--- src/rtl/inst_fetch_pkg.sv ---
// Shared core types for the fetch path.
// Bus word, instruction view and fetch buffer entry.
package inst_fetch_pkg;

  localparam logic [31:0] RESET_VECTOR = 32'h0000_0000;

  typedef logic [31:0] dataBus_t;

  typedef union packed {
    logic [31:0] raw;
    struct packed {
      logic [24:0] body;
      logic [6:0]  opcode;
    } f;
  } instruction_u;

  typedef struct packed {
    dataBus_t     pc;
    instruction_u inst;
  } fetch_entry_t;

endpackage

--- src/rtl/inst_fetch_if.sv ---
// Fetch bus: instruction memory request side and
// decode-facing valid/ready side.
interface inst_fetch_if;
  import inst_fetch_pkg::*;

  logic         rd_en;
  dataBus_t     addr;
  instruction_u instruction;
  logic         inst_ready;

  logic         if_valid;
  logic         if_ready;
  instruction_u if_inst;
  dataBus_t     if_pc;

  modport master (
    output rd_en, addr, if_valid, if_inst, if_pc,
    input  instruction, inst_ready, if_ready
  );

  modport slave (
    input  rd_en, addr, if_valid, if_inst, if_pc,
    output instruction, inst_ready, if_ready
  );

endinterface

--- src/rtl/inst_fetch_fifo.sv ---
// Small synchronous FIFO with flush and occupancy count.
// Storage clears on reset so the head reads zero when idle.
module fetch_fifo #(
  parameter int WIDTH = 32,
  parameter int DEPTH = 2,
  localparam int AW = $clog2(DEPTH),
  localparam int CW = AW + 1
) (
  input  logic             clk,
  input  logic             rst,
  input  logic             en_i,
  input  logic             push_i,
  input  logic             pop_i,
  input  logic             flush_i,
  input  logic [WIDTH-1:0] din_i,
  output logic [WIDTH-1:0] dout_o,
  output logic [CW-1:0]    count_o
);

  logic [WIDTH-1:0] mem_q [DEPTH];
  logic [AW-1:0]    wr_q, wr_d;
  logic [AW-1:0]    rd_q, rd_d;
  logic [CW-1:0]    cnt_q, cnt_d;

  always_comb begin
    wr_d  = wr_q;
    rd_d  = rd_q;
    cnt_d = cnt_q;
    if (flush_i) begin
      wr_d  = '0;
      rd_d  = '0;
      cnt_d = '0;
    end else begin
      if (push_i) wr_d = wr_q + AW'(1);
      if (pop_i)  rd_d = rd_q + AW'(1);
      cnt_d = cnt_q + CW'(push_i) - CW'(pop_i);
    end
  end

  always_ff @(posedge clk) begin
    if (en_i) begin
      if (rst) begin
        wr_q  <= '0;
        rd_q  <= '0;
        cnt_q <= '0;
        for (int i = 0; i < DEPTH; i++)
          mem_q[i] <= '0;
      end else begin
        wr_q  <= wr_d;
        rd_q  <= rd_d;
        cnt_q <= cnt_d;
        if (push_i && !flush_i)
          mem_q[wr_q] <= din_i;
      end
    end
  end

  assign dout_o  = mem_q[rd_q];
  assign count_o = cnt_q;

endmodule

--- src/rtl/inst_fetch.sv ---
// Instruction fetch: PC, memory requests, redirects,
// and a small buffer toward decode.
module inst_fetch
  import inst_fetch_pkg::*;
#(
  parameter logic [31:0] RESET_PC   = RESET_VECTOR,
  parameter int          FIFO_DEPTH = 2
) (
  input  logic               clk,
  input  logic               rst,
  input  logic               clk_en,
  inst_fetch_if.master       bus,
  input  logic               redirect_en,
  input  dataBus_t           redirect_pc,
  output logic               fetch_misaligned
);

  localparam int CW = $clog2(FIFO_DEPTH) + 1;

  dataBus_t      pc_q, pc_d;
  logic          mis_q, mis_d;
  logic [CW-1:0] count;
  fetch_entry_t  entry;
  fetch_entry_t  head;
  logic          capture;
  logic          pop;

  // Request is independent of this cycle's pop: no if_ready -> rd_en path.
  assign bus.rd_en = clk_en & ~rst & (count < CW'(FIFO_DEPTH));
  assign bus.addr  = {2'b00, pc_q[31:2]};

  assign capture = bus.rd_en & bus.inst_ready;
  assign bus.if_valid = (count != '0) & ~redirect_en;
  assign pop = bus.if_valid & bus.if_ready;

  assign entry = '{pc: pc_q, inst: bus.instruction};

  always_comb begin
    pc_d  = pc_q;
    mis_d = 1'b0;
    if (redirect_en) begin
      pc_d  = {redirect_pc[31:2], 2'b00};
      mis_d = |redirect_pc[1:0];
    end else if (capture) begin
      pc_d = pc_q + 32'd4;
    end
  end

  always_ff @(posedge clk) begin
    if (clk_en) begin
      if (rst) begin
        pc_q  <= RESET_PC;
        mis_q <= 1'b0;
      end else begin
        pc_q  <= pc_d;
        mis_q <= mis_d;
      end
    end
  end

  fetch_fifo #(
    .WIDTH ($bits(fetch_entry_t)),
    .DEPTH (FIFO_DEPTH)
  ) u_fifo (
    .clk     (clk),
    .rst     (rst),
    .en_i    (clk_en),
    .push_i  (capture),
    .pop_i   (pop),
    .flush_i (redirect_en),
    .din_i   (entry),
    .dout_o  (head),
    .count_o (count)
  );

  assign bus.if_inst     = head.inst;
  assign bus.if_pc       = head.pc;
  assign fetch_misaligned = mis_q;

endmodule

--- src/flat_wrapper.sv ---
// flat-port wrapper written by rule: the top's interface ports become plain ports
module inst_fetch_flat import inst_fetch_pkg::*;
#(
  parameter logic [31:0] RESET_PC   = RESET_VECTOR,
  parameter int          FIFO_DEPTH = 2
)
  (clk, rst, clk_en, redirect_en, redirect_pc, fetch_misaligned, bus_rd_en, bus_addr, bus_if_valid, bus_if_inst, bus_if_pc, bus_instruction, bus_inst_ready, bus_if_ready);
  inst_fetch_if bus_i ();
  input  logic clk;
  input  logic rst;
  input  logic clk_en;
  input  logic redirect_en;
  input  dataBus_t redirect_pc;
  output logic fetch_misaligned;
  output wire logic [$bits(bus_i.rd_en)-1:0] bus_rd_en;
  output wire logic [$bits(bus_i.addr)-1:0] bus_addr;
  output wire logic [$bits(bus_i.if_valid)-1:0] bus_if_valid;
  output wire logic [$bits(bus_i.if_inst)-1:0] bus_if_inst;
  output wire logic [$bits(bus_i.if_pc)-1:0] bus_if_pc;
  input wire logic [$bits(bus_i.instruction)-1:0] bus_instruction;
  input wire logic [$bits(bus_i.inst_ready)-1:0] bus_inst_ready;
  input wire logic [$bits(bus_i.if_ready)-1:0] bus_if_ready;
  assign bus_rd_en = bus_i.rd_en;
  assign bus_addr = bus_i.addr;
  assign bus_if_valid = bus_i.if_valid;
  assign bus_if_inst = bus_i.if_inst;
  assign bus_if_pc = bus_i.if_pc;
  assign bus_i.instruction = bus_instruction;
  assign bus_i.inst_ready = bus_inst_ready;
  assign bus_i.if_ready = bus_if_ready;
  inst_fetch #(.RESET_PC(RESET_PC), .FIFO_DEPTH(FIFO_DEPTH)) u_core (.clk(clk), .rst(rst), .clk_en(clk_en), .bus(bus_i), .redirect_en(redirect_en), .redirect_pc(redirect_pc), .fetch_misaligned(fetch_misaligned));
endmodule
--- config.mk ---
export PLATFORM = sky130hd
export DESIGN_NAME = inst_fetch_flat
export DESIGN_NICKNAME = d
export VERILOG_FILES = /design/src/rtl/inst_fetch_pkg.sv /design/src/rtl/inst_fetch_if.sv /design/src/rtl/inst_fetch_fifo.sv /design/src/rtl/inst_fetch.sv /design/src/flat_wrapper.sv
export SDC_FILE = /design/constraint.sdc
export NUM_CORES = 1
export LEC_CHECK = 0
export ABC_AREA = 0
export BUFFER_PORTS_ARGS = -buffer_cell sky130_fd_sc_hd__buf_2
export CAP_MARGIN = 20
export CORE_ASPECT_RATIO = 0.7
export CORE_MARGIN = 4
export CORE_UTILIZATION = 55
export CTS_BUF_LIST = sky130_fd_sc_hd__clkbuf_8 sky130_fd_sc_hd__clkbuf_16
export DETAILED_ROUTE_END_ITERATION = 10
export GPL_TIMING_DRIVEN = 0
export HOLD_SLACK_MARGIN = 0.05
export PLACE_DENSITY = 0.88
export SLEW_MARGIN = 15
export SYNTH_ARGS = -nofsm -noshare
export SYNTH_HDL_FRONTEND = slang
export SYNTH_SLANG_ARGS = --single-unit
--- constraint.sdc ---
create_clock -name clk -period 4.2 [get_ports clk]
set_clock_uncertainty 0.15 [all_clocks]
set_input_delay 0 -clock clk [delete_from_list [all_inputs] [get_ports clk]]
set_output_delay 0 -clock clk [all_outputs]
set_load 0.01 [all_outputs]
* After elaboration in Yosys (flattened, before gate mapping)
Memories as Yosys holds them, arrays and structs flattened. A register that Yosys moved wholly into a read port is not among the register bits.
Index checks and enable logic that the tools add are counted.
Widths: inputs -> output; s select.
** Word-level totals
- Register bits :: 37
- RAM bits :: 128
- Bits of input ports :: 70
- Output and inout port bits :: 99
- Word-level logic and storage cells :: 47
- Memories kept :: 1
** Memories
- u_core.u_fifo.mem_q :: words 2, bits a word 64, read ports 1, clocked after memory_dff 1, wr ports 2, line inst_fetch_fifo.sv:20 : logic [WIDTH-1:0] mem_q [DEPTH];
** Operators by class
- Add/subtract/negate cells :: 5
- Order comparisons :: 1
- Muxes and demuxes :: 16
- Bitwise gates (word level) :: 7
- Reductions and logical operators :: 11
** Operator list (number)
- $mux 32 :: 2
- $mux 64 :: 1
- $reduce_or 64->1 :: 1
- $add 32x3->32 const B :: 1
- $mux 1 :: 13
- $reduce_bool 3->1 :: 2
- $reduce_or 2->1 :: 3
- $and 1x1->1 :: 5
- $reduce_and 2->1 :: 2
- $add 1x1->1 const B :: 2
- $add 2x1->2 :: 1
- $lt 2x2->1 const B :: 1
- $not 1->1 :: 2
- $reduce_bool 2->1 :: 1
- $sub 2x1->2 :: 1
- $logic_and 1x1->1 :: 1
- $logic_not 1->1 :: 1

* Depth between registers and ports, before layout
- Depth after elaboration :: 11
- Gate-level depth with buffers :: 8
- Depth with buffers taken out :: 8

* Modules after synthesis
A second synthesis with hierarchy kept.
** Unflattened totals
- Cell total of the unflattened synthesis :: 610
- Area total of the unflattened synthesis :: 8157.8 sq um
** Modules (own cells, without submodules)
- fetch_fifo :: instances 1, cells each 381, area each 5995.8 sq um, sequential area each 3983.8 sq um
- inst_fetch :: instances 1, cells each 229, area each 2162.1 sq um, sequential area each 930.9 sq um

* Least setup slack after synthesis
No wires, ideal clock.
- Kind :: register to register
- Start :: reg u_core.u_fifo.cnt_q[1], in the netlist u_core.u_fifo.count_o[1]
- End :: reg u_core.pc_q[10] (enable)
- Library setup time :: 467 ps
- Arrival time :: 3191 ps
- Data required time :: 3583 ps
- Path slack :: 392 ps
- Stages on the path, launching flop included :: 4
- Buffers on the path :: 0
- Period minus slack after synthesis :: 3808 ps
- Cell sequence :: edfxtp_1 > nor3b_2 > nand2_1 > a21boi_0
** Between the ends
- Longest elaborated chain between the ends :: 5
** RTL lines
- start: declaration :: line inst_fetch_fifo.sv:23 : logic [CW-1:0] cnt_q, cnt_d;
- start signal: assignment :: line inst_fetch_fifo.sv:51 : cnt_q <= cnt_d;
- $lt 2x2->1 :: line inst_fetch.sv:29 : assign bus.rd_en = clk_en & ~rst & (count < CW'(FIFO_DEPTH));
- $and 1x1->1 :: line inst_fetch.sv:29
- net bus_rd_en :: line flat_wrapper.sv:15 : output wire logic [$bits(bus_i.rd_en)-1:0] bus_rd_en;
- $and 1x1->1 :: line inst_fetch.sv:32 : assign capture = bus.rd_en & bus.inst_ready;
- $reduce_bool 3->1 (no source line)
- $reduce_and 2->1 (no source line)
- end signal: assignment :: line inst_fetch.sv:55 : pc_q <= pc_d;
- end: declaration :: line inst_fetch.sv:20 : dataBus_t pc_q, pc_d;
The timed path passes the listed nets, and every way through them passes these cells.
A chain may end at the register's enable or synchronous reset.

==> impl_results.md <==
* Status: complete, no violations
* WP data arrival at 3.16 ns
* Synth Instances at 583
* Gr ovfl total at 0
* IO buf count at 164
* FF-to-FF path depth at 6
* Clock-pin slew on the worst setup and hold paths at 0.08 ns
* Clock tree buffer depth at 2
* P&R area growth vs syn at 31.7%
* Synth Flop Type: edfxtp_1
* Root Buffer: clkbuf_16
* Antenna Diode Count at 0
* Dpl ws at 1.07 ns
* Max-slew headroom at 45.9%
* Post-synth ARST share at 0%
* Drc violations at 0
* Via count at 6158
* Crit path capture type: register
* Post-synthesis register bit count at 160
* DR vias/cell at 5.91
* Pleak at 0.00422 uW
* XOR/XNOR Fraction of Synth Area at 1.58%
* CTS Buf Count at 17
* First-pass GRT wire length at 33600 um
* Core area at 13900 sq um
* CP bufs+invs at 2
* Min Tclk post-route at 3.21 ns
* Worst R2R Start: u_core.u_fifo.count_o[1]$_SDFFCE_PP0P_
* Crit path to: u_core.u_fifo.mem_q[0][19]$_SDFFCE_PN0P_
* Number of post-CTS setup repair buffers at 0
* Post-synth top cells: edfxtp_1, and2_1, and3_1
* Synth area leader: edfxtp_1
* Final worst path period share at 76.3%
* Synth Area per Inst at 13.3 sq um
* Synth top area cells: edfxtp_1, mux2_2, and2_1
* Worst Setup SP: u_core.u_fifo.count_o[1]$_SDFFCE_PP0P_
* DR pass1 iterations at 5
* Mux contribution to synthesized area at 9.27%
* Internal reg-to-reg setup slack at 0.99 ns
* Layout cells sized above 1 at 34.0%
* Pwr Density at 389 nW/um^2
* IO Count at 169
* Unrepaired setup endpoints after global routing: no
* Initial Util at 56.0%
* Cell family with most CP delay: simple AND/OR/NAND/NOR gates
* Fin nets at 912
* # clock sinks at 160
* CTS tree: done
* Vias in the first global route at 6322
* Worst vdd ir at 0.345 mV
* CP Cell Sequence: nor3b_2, nand2_1, nor3_2, clkbuf_1, a21o_4, buf_12
* CP Depth at 6
* CP Launch Type: register
* Post-route ant nets at 0
* Die Height at 107 um
* Main combinational cell family by area after synthesis: simple AND/OR/NAND/NOR gates
* Setup tns final at 0 ns
* Slew @ Worst Pin at 0.807 ns
* R2R Path End: u_core.u_fifo.mem_q[0][19]$_SDFFCE_PN0P_
* H-tree depth at 4
* Post-synth EDFFs at 159
* Cell variety after synth at 49
* Worst path max stage delay at 0.69 ns
* FMAX at 0.312 GHz
* Synth top area share at 61.5%
* Final setup viols at 0
* Simple-gate share of the synthesized area at 18.9%
* DR WL/cell at 21.7 um
* Max-slew violations at 0
* Total track usage at 27.6%
* Most common cell in the netlist: edfxtp_1
* Adder-Cell Fraction of Synth Area at 0.483%
* Die X at 150 um
* Worst Hold Class: primary input to register
* Worst EP required at 4.15 ns
* Crit path kind: register to register
* Row count at 36
* Max Cap Viol at 0
* Die footprint at 16100 sq um
* RD Place Congestion at 0.929
* Final Power at 3980 uW
* DRT iter0 DRCs at 610
* Yosys warns at 0
* Seq/Total Area, Yosys at 61.8%
* Initial antenna violation count at 0
* Worst Path Max Fanout at 44
* Hold Path Origin: redirect_en
* Pin count of the biggest net entering global routing at 58
* Post-detail-place hpwl at 14300 um
* Slowest stage cell, crit path: nor3_2
* Cell area after synthesis at 7760 sq um
* Final hold vios at 0
* Clock Latency Late Sink at 0.42 ns
* Worst setup margin at 0.994 ns
* Hold Slack at 0.0887 ns
* Compound-cell area share of the yosys netlist at 4.85%
* Drt total wl at 22600 um
## timing repair
item | CTS | global route
gates resized for setup | 0 | 0
hold buffers | 67 | 0
hold endpoints to repair | 119 | 0
endpoints found under the setup margin | 0 | 0
## placed cells by master (no fill, tap or decap), drive strengths merged, types with 5 or more instances in the layout
cell type / netlist / final
nand3: 9 / 9
edfxtp: 159 / 159
nor2b: 5 / 5
nor2: 29 / 29
nor3: 6 / 6
nand2: 10 / 10
nand4: 14 / 14
buf: 19 / 186
a311oi: 12 / 12
and2: 67 / 67
dlygate4sd3: 0 / 67
a211oi: 12 / 12
and4: 11 / 11
mux2: 63 / 63
inv: 10 / 18
xor2: 10 / 10
clkbuf: 29 / 46
a2111oi: 6 / 6
nor4: 8 / 8
and3: 68 / 68
## power breakdown
part	internal, uW	switching (uW)	total [uW]
registers	1830	58.1	1890
clock network	908	718	1630
logic	214	255	469
total	2950	1030	3980
## tightest hold or removal path: cells and delay by family
family | cells | cell delay (ns)
AND/OR/NAND/NOR | 2 | 0.34
buffers and inverters | 1 | 0.15
## cell type report
cell class / count / area [sq um]
fill: 909 / 3650
tap: 190 / 238
clock inverter: 15 / 193
timing repair buffer: 234 / 1570
multi-input combinational: 368 / 2760
sequential: 160 / 4790
buffer: 48 / 208
inverter: 10 / 37.5
clock buffer: 17 / 425
## registers in the layout (all words and copies together) (netlist names), named ones only
register                 count
u_core.u_fifo.mem_q        124
u_core.pc_q                 30
u_core.u_fifo.count_o        2
u_core.fetch_misaligned      1
u_core.u_fifo.rd_q           1
u_core.u_fifo.wr_q           1
## layer usage
layer | GRT usage [%] | vias to the layer above | share of wire (%)
met5 | 0 | - | 0
met4 | 10.1 | 0 | 2.4
met3 | 6.99 | 55 | 9.3
met2 | 47.0 | 390 | 49
met1 | 34.3 | 2990 | 39
li1 | - | 2723 | -
## metrics by stage
| step | util (%) | std cells | instance area, sq um |
|---|---|---|---|
| 5_1_grt | 73.7 | 1042 | 10200 |
| 6_report | 73.7 | 1042 | 10200 |
| 4_1_cts | 73.7 | 1042 | 10200 |
| 3_5_place_dp | 64.4 | 943 | 8940 |
| 2_1_floorplan | - | 586 | 7770 |
| 3_3_place_gp | 63.7 | 940 | 8830 |
## logic make-up after synthesis
| kind of cell | count (synthesis) |
|---|---|
| flops | 160 |
| xor+xnor | 14 |
| mux | 64 |
| other cells | 1 |
| buf+inv | 58 |
| compound gates | 46 |
| fa+ha+maj | 3 |
| simple gates | 237 |
## how the worst min path moves through the flow
| stage | end | depth (start not counted) |
|---|---|---|
| global placement | bus_rd_en | 3 |
| global route | u_core.u_fifo.mem_q[0][58]$_SDFFCE_PN0P_ | 3 |
| finish | u_core.u_fifo.mem_q[0][58]$_SDFFCE_PN0P_ | 3 |
| floorplan | bus_rd_en | 1 |
| CTS | u_core.u_fifo.mem_q[0][58]$_SDFFCE_PN0P_ | 3 |
| detailed placement | bus_rd_en | 3 |
Note: power is estimated with default switching activity, not from simulation.
